### src/rtl/wb_irq_cond_8.sv
// Interrupt input conditioner for the 8-input PIC: synchroniser, optional debounce
// (IRQ_COND_DEBOUNCE_EN), level/edge conversion, sticky events, Wishbone registers.
module wb_irq_cond_8 #(
  parameter int unsigned N_IRQ       = 8,
  parameter int unsigned SYNC_STAGES = 2,
  parameter int unsigned DB_W        = 8
) (
  input  logic             clk,
  input  logic             rst_n,
  input  logic [7:0]       wb_addr,
  input  logic [31:0]      wb_wdata,
  input  logic             wb_we,
  input  logic             wb_stb,
  output logic [31:0]      wb_rdata,
  output logic             wb_ack,
  input  logic [N_IRQ-1:0] irq_raw,
  output logic [N_IRQ-1:0] int_out
);

  localparam int unsigned DW = 32;
  localparam logic [7:0] A_TYPE   = 8'h00;
  localparam logic [7:0] A_POL    = 8'h04;
  localparam logic [7:0] A_DB     = 8'h08;
  localparam logic [7:0] A_SYNC   = 8'h0C;
  localparam logic [7:0] A_STABLE = 8'h10;
  localparam logic [7:0] A_EVT    = 8'h14;

  logic [N_IRQ-1:0] sync_q [SYNC_STAGES];
  logic [N_IRQ-1:0] sync;
  logic [N_IRQ-1:0] stable_q;
  logic [N_IRQ-1:0] stable_d_q;
  logic [N_IRQ-1:0] type_q;
  logic [N_IRQ-1:0] pol_q;
  logic [N_IRQ-1:0] evt_q;
  logic [N_IRQ-1:0] int_nxt;
  logic [N_IRQ-1:0] evt_clr;
  logic [DW-1:0]    rd_mux;
  logic             wr;
  logic             wdata_unused_c;

  assign wr             = wb_stb & wb_we;
  assign sync           = sync_q[SYNC_STAGES-1];
  assign wdata_unused_c = ^wb_wdata;

  // Metastability chain per channel
  always_ff @(posedge clk or negedge rst_n) begin
    if (!rst_n) begin
      for (int s = 0; s < SYNC_STAGES; s++) sync_q[s] <= '0;
    end else begin
      sync_q[0] <= irq_raw;
      for (int s = 1; s < SYNC_STAGES; s++) sync_q[s] <= sync_q[s-1];
    end
  end

`ifdef IRQ_COND_DEBOUNCE_EN
  logic [DB_W-1:0] db_thresh_q;
  logic [DB_W-1:0] cnt_q [N_IRQ];

  // >= so a threshold lowered below a running count still resolves next mismatch
  always_ff @(posedge clk or negedge rst_n) begin
    if (!rst_n) begin
      stable_q <= '0;
      for (int i = 0; i < N_IRQ; i++) cnt_q[i] <= '0;
    end else begin
      for (int i = 0; i < N_IRQ; i++) begin
        if (sync[i] == stable_q[i]) begin
          cnt_q[i] <= '0;
        end else if (cnt_q[i] >= db_thresh_q) begin
          stable_q[i] <= sync[i];
          cnt_q[i]    <= '0;
        end else begin
          cnt_q[i] <= cnt_q[i] + DB_W'(1);
        end
      end
    end
  end

  always_ff @(posedge clk or negedge rst_n) begin
    if (!rst_n)                       db_thresh_q <= '0;
    else if (wr && wb_addr == A_DB)   db_thresh_q <= wb_wdata[DB_W-1:0];
  end
`else
  always_ff @(posedge clk or negedge rst_n) begin
    if (!rst_n) stable_q <= '0;
    else        stable_q <= sync;
  end
`endif

  // Edge mode keys off raw stable transitions so POL/TYPE changes never pulse
  always_comb begin
    int_nxt = (type_q & ((pol_q & stable_d_q & ~stable_q) | (~pol_q & stable_q & ~stable_d_q)))
            | (~type_q & (stable_q ^ pol_q));
    evt_clr = (wr && wb_addr == A_EVT) ? wb_wdata[N_IRQ-1:0] : '0;
  end

  always_comb begin
    rd_mux = '0;
    case (wb_addr)
      A_TYPE:   rd_mux[N_IRQ-1:0] = type_q;
      A_POL:    rd_mux[N_IRQ-1:0] = pol_q;
`ifdef IRQ_COND_DEBOUNCE_EN
      A_DB:     rd_mux[DB_W-1:0]  = db_thresh_q;
`endif
      A_SYNC:   rd_mux[N_IRQ-1:0] = sync;
      A_STABLE: rd_mux[N_IRQ-1:0] = stable_q;
      A_EVT:    rd_mux[N_IRQ-1:0] = evt_q;
      default:  rd_mux = '0;
    endcase
  end

  // Registers, outputs and bus response; a new event wins over a same-cycle clear
  always_ff @(posedge clk or negedge rst_n) begin
    if (!rst_n) begin
      stable_d_q <= '0;
      type_q     <= '0;
      pol_q      <= '0;
      evt_q      <= '0;
      int_out    <= '0;
      wb_ack     <= 1'b0;
      wb_rdata   <= '0;
    end else begin
      stable_d_q <= stable_q;
      int_out    <= int_nxt;
      evt_q      <= (evt_q & ~evt_clr) | (int_nxt & ~int_out);
      wb_ack     <= wb_stb;
      if (wb_stb) wb_rdata <= rd_mux;
      if (wr && wb_addr == A_TYPE) type_q <= wb_wdata[N_IRQ-1:0];
      if (wr && wb_addr == A_POL)  pol_q  <= wb_wdata[N_IRQ-1:0];
    end
  end

endmodule

### config.mk
export PLATFORM = sky130hd
export DESIGN_NAME = wb_irq_cond_8
export DESIGN_NICKNAME = d
export VERILOG_FILES = /design/src/rtl/wb_irq_cond_8.sv
export SDC_FILE = /design/constraint.sdc
export NUM_CORES = 1
export LEC_CHECK = 0
export CAP_MARGIN = 20
export CORE_MARGIN = 4
export CORE_UTILIZATION = 51
export CTS_CLUSTER_DIAMETER = 30
export DETAILED_ROUTE_END_ITERATION = 7
export PLACE_DENSITY = 0.85
export REMOVE_ABC_BUFFERS = 1
export SYNTH_ARGS = -nofsm -noshare
export SYNTH_HDL_FRONTEND = slang
export SYNTH_SLANG_ARGS = --single-unit
export TNS_END_PERCENT = 20
### constraint.sdc
create_clock -name clk -period 3.4 [get_ports clk]
set_input_delay 0.68 -clock clk [delete_from_list [all_inputs] [get_ports clk]]
set_output_delay 0.68 -clock clk [all_outputs]
set_load 0.02 [all_outputs]
==> qor.csv, run 1 <==
metric,value,unit
run_status,"finished, final reports clean",
ys.flop_type,dfrtp_1,
hold_violations,0,
netlist_instances,253,
hold_ws,346,ps
grt_pass1_vias,2080,
nNetsFinal,370,
post-place-cells,374,
num-fill-cells,460,
wirelength,6110,um
fin_crit,2660,ps
syn2layout_area_growth,21.0,%
instances_no_fill,387,
tightest_slew,694,ps
avgSynthCellArea,12.5,um2
drc_errors,0,
drv_cap,0,
ant_nets,0,
cts-buffers-inserted,9,
htree_levels,3,
clockRootBuffer,clkbuf_8,
multiInputGateArea,1150,um2
die_h,86.9,um
diodes,0,
grtUsageTotal,18.0,%
cts_hold_buf,0,
end_kind,flip-flop,
placed_area,3670,um2
fin_setup_tns,0,ps
clock_latency,340,ps
numClockSinks,73,
clockBufferDepth,2,
core_region_area,5990,um2
critPathKind,in -> reg,
cp_max_fo,8,
antenna_found_initial,0,
start_util,52.9,%
clk_pin_slew,70,ps
dp_hpwl,4340,um
power.leakage,1.73,nW
fp.dieW,86.9,um
grt.overflow.total,0,
synth_edf_count,0,
max_freq,376,MHz
grt_first_pass_wirelength,10100,um
first_pass_iters,4,
final_area,3840,um2
post-cts-setup-buffers,0,
fin_skew,4.09,ps
ff_latch_area,1830,um2
cp-start-kind,input port,
gp_congestion,0.757,
ys_ff_latch,73,
drv_slew,0,
grt_max_degree,44,
min_path_type,reg -> reg,
synthesis.area,3170,um2
cts_tree,yes,
ys_seq_area_share,57.6,%
crit_arrival,2890,ps
vdd_drop_max,0.291,mV
drt_iter0_drc,119,
yosys_warnings,0,
setup_viol,0,
synth_cell_type_count,33,
rows,28,
via_count,1999,
fp.dieArea,7540,um2
finish.utilization,64.1,%
viasPerCell,5.17,
synth-async-reset-ratio,100,%
avgRoutedWirePerCell,15.8,um
layout_commonest_cell,dfrtp_1,
max_slew_margin,53.8,%
most-common-layout-cells,"73 x dfrtp_1, 43 x clkdlybuf4s50_1, 24 x conb_1",
io_buffers,44,
cp_data_required_time,3630,ps
layout-drive-gt1-share,16.0,%
finalCritPeriodShare,78.2,%
io_pins,93,
rsz0062_at_grt,no,
cts_resized,0,
p_per_area,439,nW/um2
==> layer usage <==
metal  part of all wire (%)  up-vias  track usage [%]
met3                    5.2       10             3.41
met1                     43     1000             23.9
met5                      0        -                0
met2                     50       51             28.1
li1                       -      938                -
met4                    1.7        0             9.35
==> Yosys cell counts, drive strengths merged, types with 2 or more instances <==
library cell | number | area [um2]
buf | 24 | 180
ha | 8 | 100
nor2 | 4 | 17.5
nand3b | 2 | 15.0
nor2b | 10 | 62.6
clkbuf | 7 | 26.3
mux2 | 20 | 225
mux2i | 15 | 150
nor3 | 4 | 31.3
nand2b | 2 | 12.5
a22o | 8 | 70.1
o22ai | 2 | 12.5
o21ai | 6 | 30.0
nor3b | 2 | 15.0
a22oi | 3 | 22.5
mux4 | 3 | 67.6
a2bb2oi | 4 | 35.0
dfrtp | 73 | 1830
nand3 | 4 | 20.0
a31oi | 4 | 25.0
a41oi | 2 | 17.5
inv | 21 | 78.8
nand2 | 18 | 67.6
==> report_power, final <==
group          internal [W]  total (W)  switching [W]
combinational     0.0000748   0.000170      0.0000947
clock              0.000313   0.000596       0.000282
sequential         0.000900   0.000919      0.0000196
==> critical path: stages <==
cell and delay, ps:
clkdlybuf4s50_1 390, or4_4 580, or3_4 410, nor3_4 430
mux2_2 400
==> worst paths after layout <==
check                                        end  cells after the start                  from  slack, ps
max                        type_q[1]$_DFFE_PN0P_                      5            wb_addr[7]        740
min                            sync[6]$_DFF_PN0_                      0  sync_q[14]$_DFF_PN0_        350
max reg2reg                   evt_q[1]$_DFF_PN0_                      5  pol_q[1]$_DFFE_PN0P_       2150
min reg2reg                    sync[6]$_DFF_PN0_                      0  sync_q[14]$_DFF_PN0_        350
max in group asynchronous     evt_q[2]$_DFF_PN0_                      2                 rst_n       2340
min in group asynchronous     evt_q[0]$_DFF_PN0_                      1                 rst_n        380
==> state kept, by name (all words and copies together) (netlist names) <==
name and count:
stable_d_q 8, pol_q 8, int_out 8, sync_q 8
wb_rdata 8, evt_q 8, stable_q 8, wb_ack 1
type_q 8, sync 8
==> final cells by class <==
class / count / area share (%)
sequential: 73 / 47.6
timing repair buffer: 54 / 13.6
multi-input combinational: 151 / 29.9
tap: 75 / 2.45
clock buffer: 13 / 4.40
inverter: 21 / 2.05
==> logic make-up after synthesis <==
kind of cell             Yosys count  share of synthesized area [%]
AND/OR/NAND/NOR                   51                           9.19
buffers and inverters             52                           8.99
other                              1                          0.118
flip-flops                        73                           57.6
multiplexers                      38                           14.0
AO/OA/AOI/OAI                     30                           6.98
adder cells (fa/ha/maj)            8                           3.16
==> per-stage QoR <==
stage	worst slack (ps)	total power, W
after floorplan	998	0.00101
final	741	0.00168
after CTS	743	0.00171
after global placement	396	0.00110
after global routing	680	0.00177
after detailed placement	373	0.00111
Power figures use the tool's default switching activity.
==> run 2: changes to the inputs <==
- CORE_UTILIZATION: 51 -> 43
- PLACE_DENSITY: 0.85 -> 0.77
- clock period: 3.4 -> 2.3 ns (I/O delays scaled with it)
==> qor.csv, run 2 (same netlist as run 1, synthesis figures left out) <==
metric,value,unit
run_status,"finished, final reports clean",
dp_hpwl,4400,um
instances_no_fill,421,
cp_data_required_time,2520,ps
viasPerCell,4.73,
syn2layout_area_growth,24.7,%
ant_nets,0,
critPathKind,in -> reg,
drv_cap,0,
timing.rr.start,stable_q[3]$_DFF_PN0_,
p_clk_share,38.5,%
clk_pin_slew,70,ps
fin_skew,7.61,ps
post-place-cells,405,
layout-drive-gt1-share,18.9,%
hold_violations,0,
numClockSinks,73,
grtUsageTotal,14.4,%
clock_latency,350,ps
fp.dieW,93.9,um
finalCritPeriodShare,96.7,%
grt_first_pass_wirelength,9500,um
fp.dieArea,8810,um2
start_util,44.0,%
cts_tree,yes,
cts_hold_buf,0,
drc_errors,0,
cts_resized,0,
swShare,24.6,%
io_buffers,44,
ff_latch_area,1830,um2
grt.overflow.total,0,
nNetsFinal,377,
timing.final.ws_setup,76.9,ps
most-common-layout-cells,"73 x dfrtp_1, 43 x clkdlybuf4s50_1, 24 x conb_1",
htree_levels,3,
p_int,0.00198,W
p_per_area,663,nW/um2
wirelength,6020,um
rsz0062_at_grt,no,
grt_max_degree,74,
cts-buffers-inserted,9,
layout_commonest_cell,dfrtp_1,
place_ws,-288,ps
num-fill-cells,637,
fin_crit,2220,ps
power.leakage,1.79,nW
cp_max_fo,4,
antenna_found_initial,0,
fin_setup_tns,0,ps
grt_pass1_vias,1935,
post-cts-setup-buffers,0,
rrSetupSlack,1070,ps
drv_slew,0,
first_pass_iters,4,
cp-start-kind,input port,
p_comb_share,9.7,%
clockBufferDepth,2,
clockRootBuffer,clkbuf_8,
multiInputGateArea,1150,um2
min_path_type,in -> async,
io_pins,93,
crit_arrival,2450,ps
vdd_drop_max,0.437,mV
finish.utilization,54.8,%
gp_congestion,0.747,
rows,31,
ff2ff_path_depth,4,
r2r_end,evt_q[3]$_DFF_PN0_,
core_region_area,7210,um2
setup_viol,0,
drt_iter0_drc,96,
via_count,1993,
avgRoutedWirePerCell,14.3,um
p_switching,0.000644,W
end_kind,flip-flop,
max_freq,450,MHz
diodes,0,
die_h,93.9,um
power.share.sequential,51.8,%
==> run 2: cell count changes in the layout (fill, tap and decap cells not counted), sizes merged <==
| cell | delta |
|---|---|
| clkinv | +4 |
| clkbuf | -3 |
| inv | +1 |
| bufinv | +1 |
| buf | +7 |
==> run 2: final cells by class <==
cell class / count / area share, %
multi-input cells: 151 / 29.0
flip-flops and latches: 73 / 46.2
well taps: 99 / 3.13
repair buffers: 61 / 14.6
inverters: 21 / 1.99
clock inverters: 6 / 1.68
clock buffers: 10 / 3.48
==> run 2: power groups by stage <==
stage	logic [W]	clock network, W	registers (W)
after floorplan	0.000102	0	0.00139
after global routing	0.000281	0.00110	0.00136
after detailed placement	0.000257	0	0.00138
after CTS	0.000258	0.00103	0.00136
after global placement	0.000253	0	0.00138
final	0.000255	0.00101	0.00136
==> run 2: worst max path at each step <==
stage	startpoint	endpoint	slack, ps	depth (start not counted)
after floorplan	wb_addr[7]	pol_q[0]$_DFFE_PN0P_	120	4
after global placement	wb_addr[7]	type_q[4]$_DFFE_PN0P_	-260	6
after detailed placement	wb_addr[7]	pol_q[2]$_DFFE_PN0P_	-290	6
after CTS	wb_addr[7]	type_q[2]$_DFFE_PN0P_	80	6
after global routing	wb_addr[7]	type_q[2]$_DFFE_PN0P_	40	6
final	wb_addr[7]	type_q[2]$_DFFE_PN0P_	80	6
==> run 2: worst max-delay path, stage by stage <==
cell and delay, ps:
clkdlybuf4s50_1 400, or4_4 550, or3_4 400, nor3_4 130
buf_4 170, mux2_2 340
==> run 2: routing by layer <==
metal	part of all wire (%)	vias to the layer above	track usage, %
li1	-	951	-
met1	45	979	18.4
met2	49	53	22.9
met3	5.1	10	4.17
met4	1.8	0	6.14
met5	0	-	0
==> run 2: metrics by stage <==
stage                     area [um2]  power, W  hold WS [ps]
after floorplan                 3050   0.00149           164
after global placement          3750   0.00163           333
after detailed placement        3750   0.00164           336
after CTS                       3960   0.00265           138
after global routing            3960   0.00274           158
final                           3960   0.00262           129
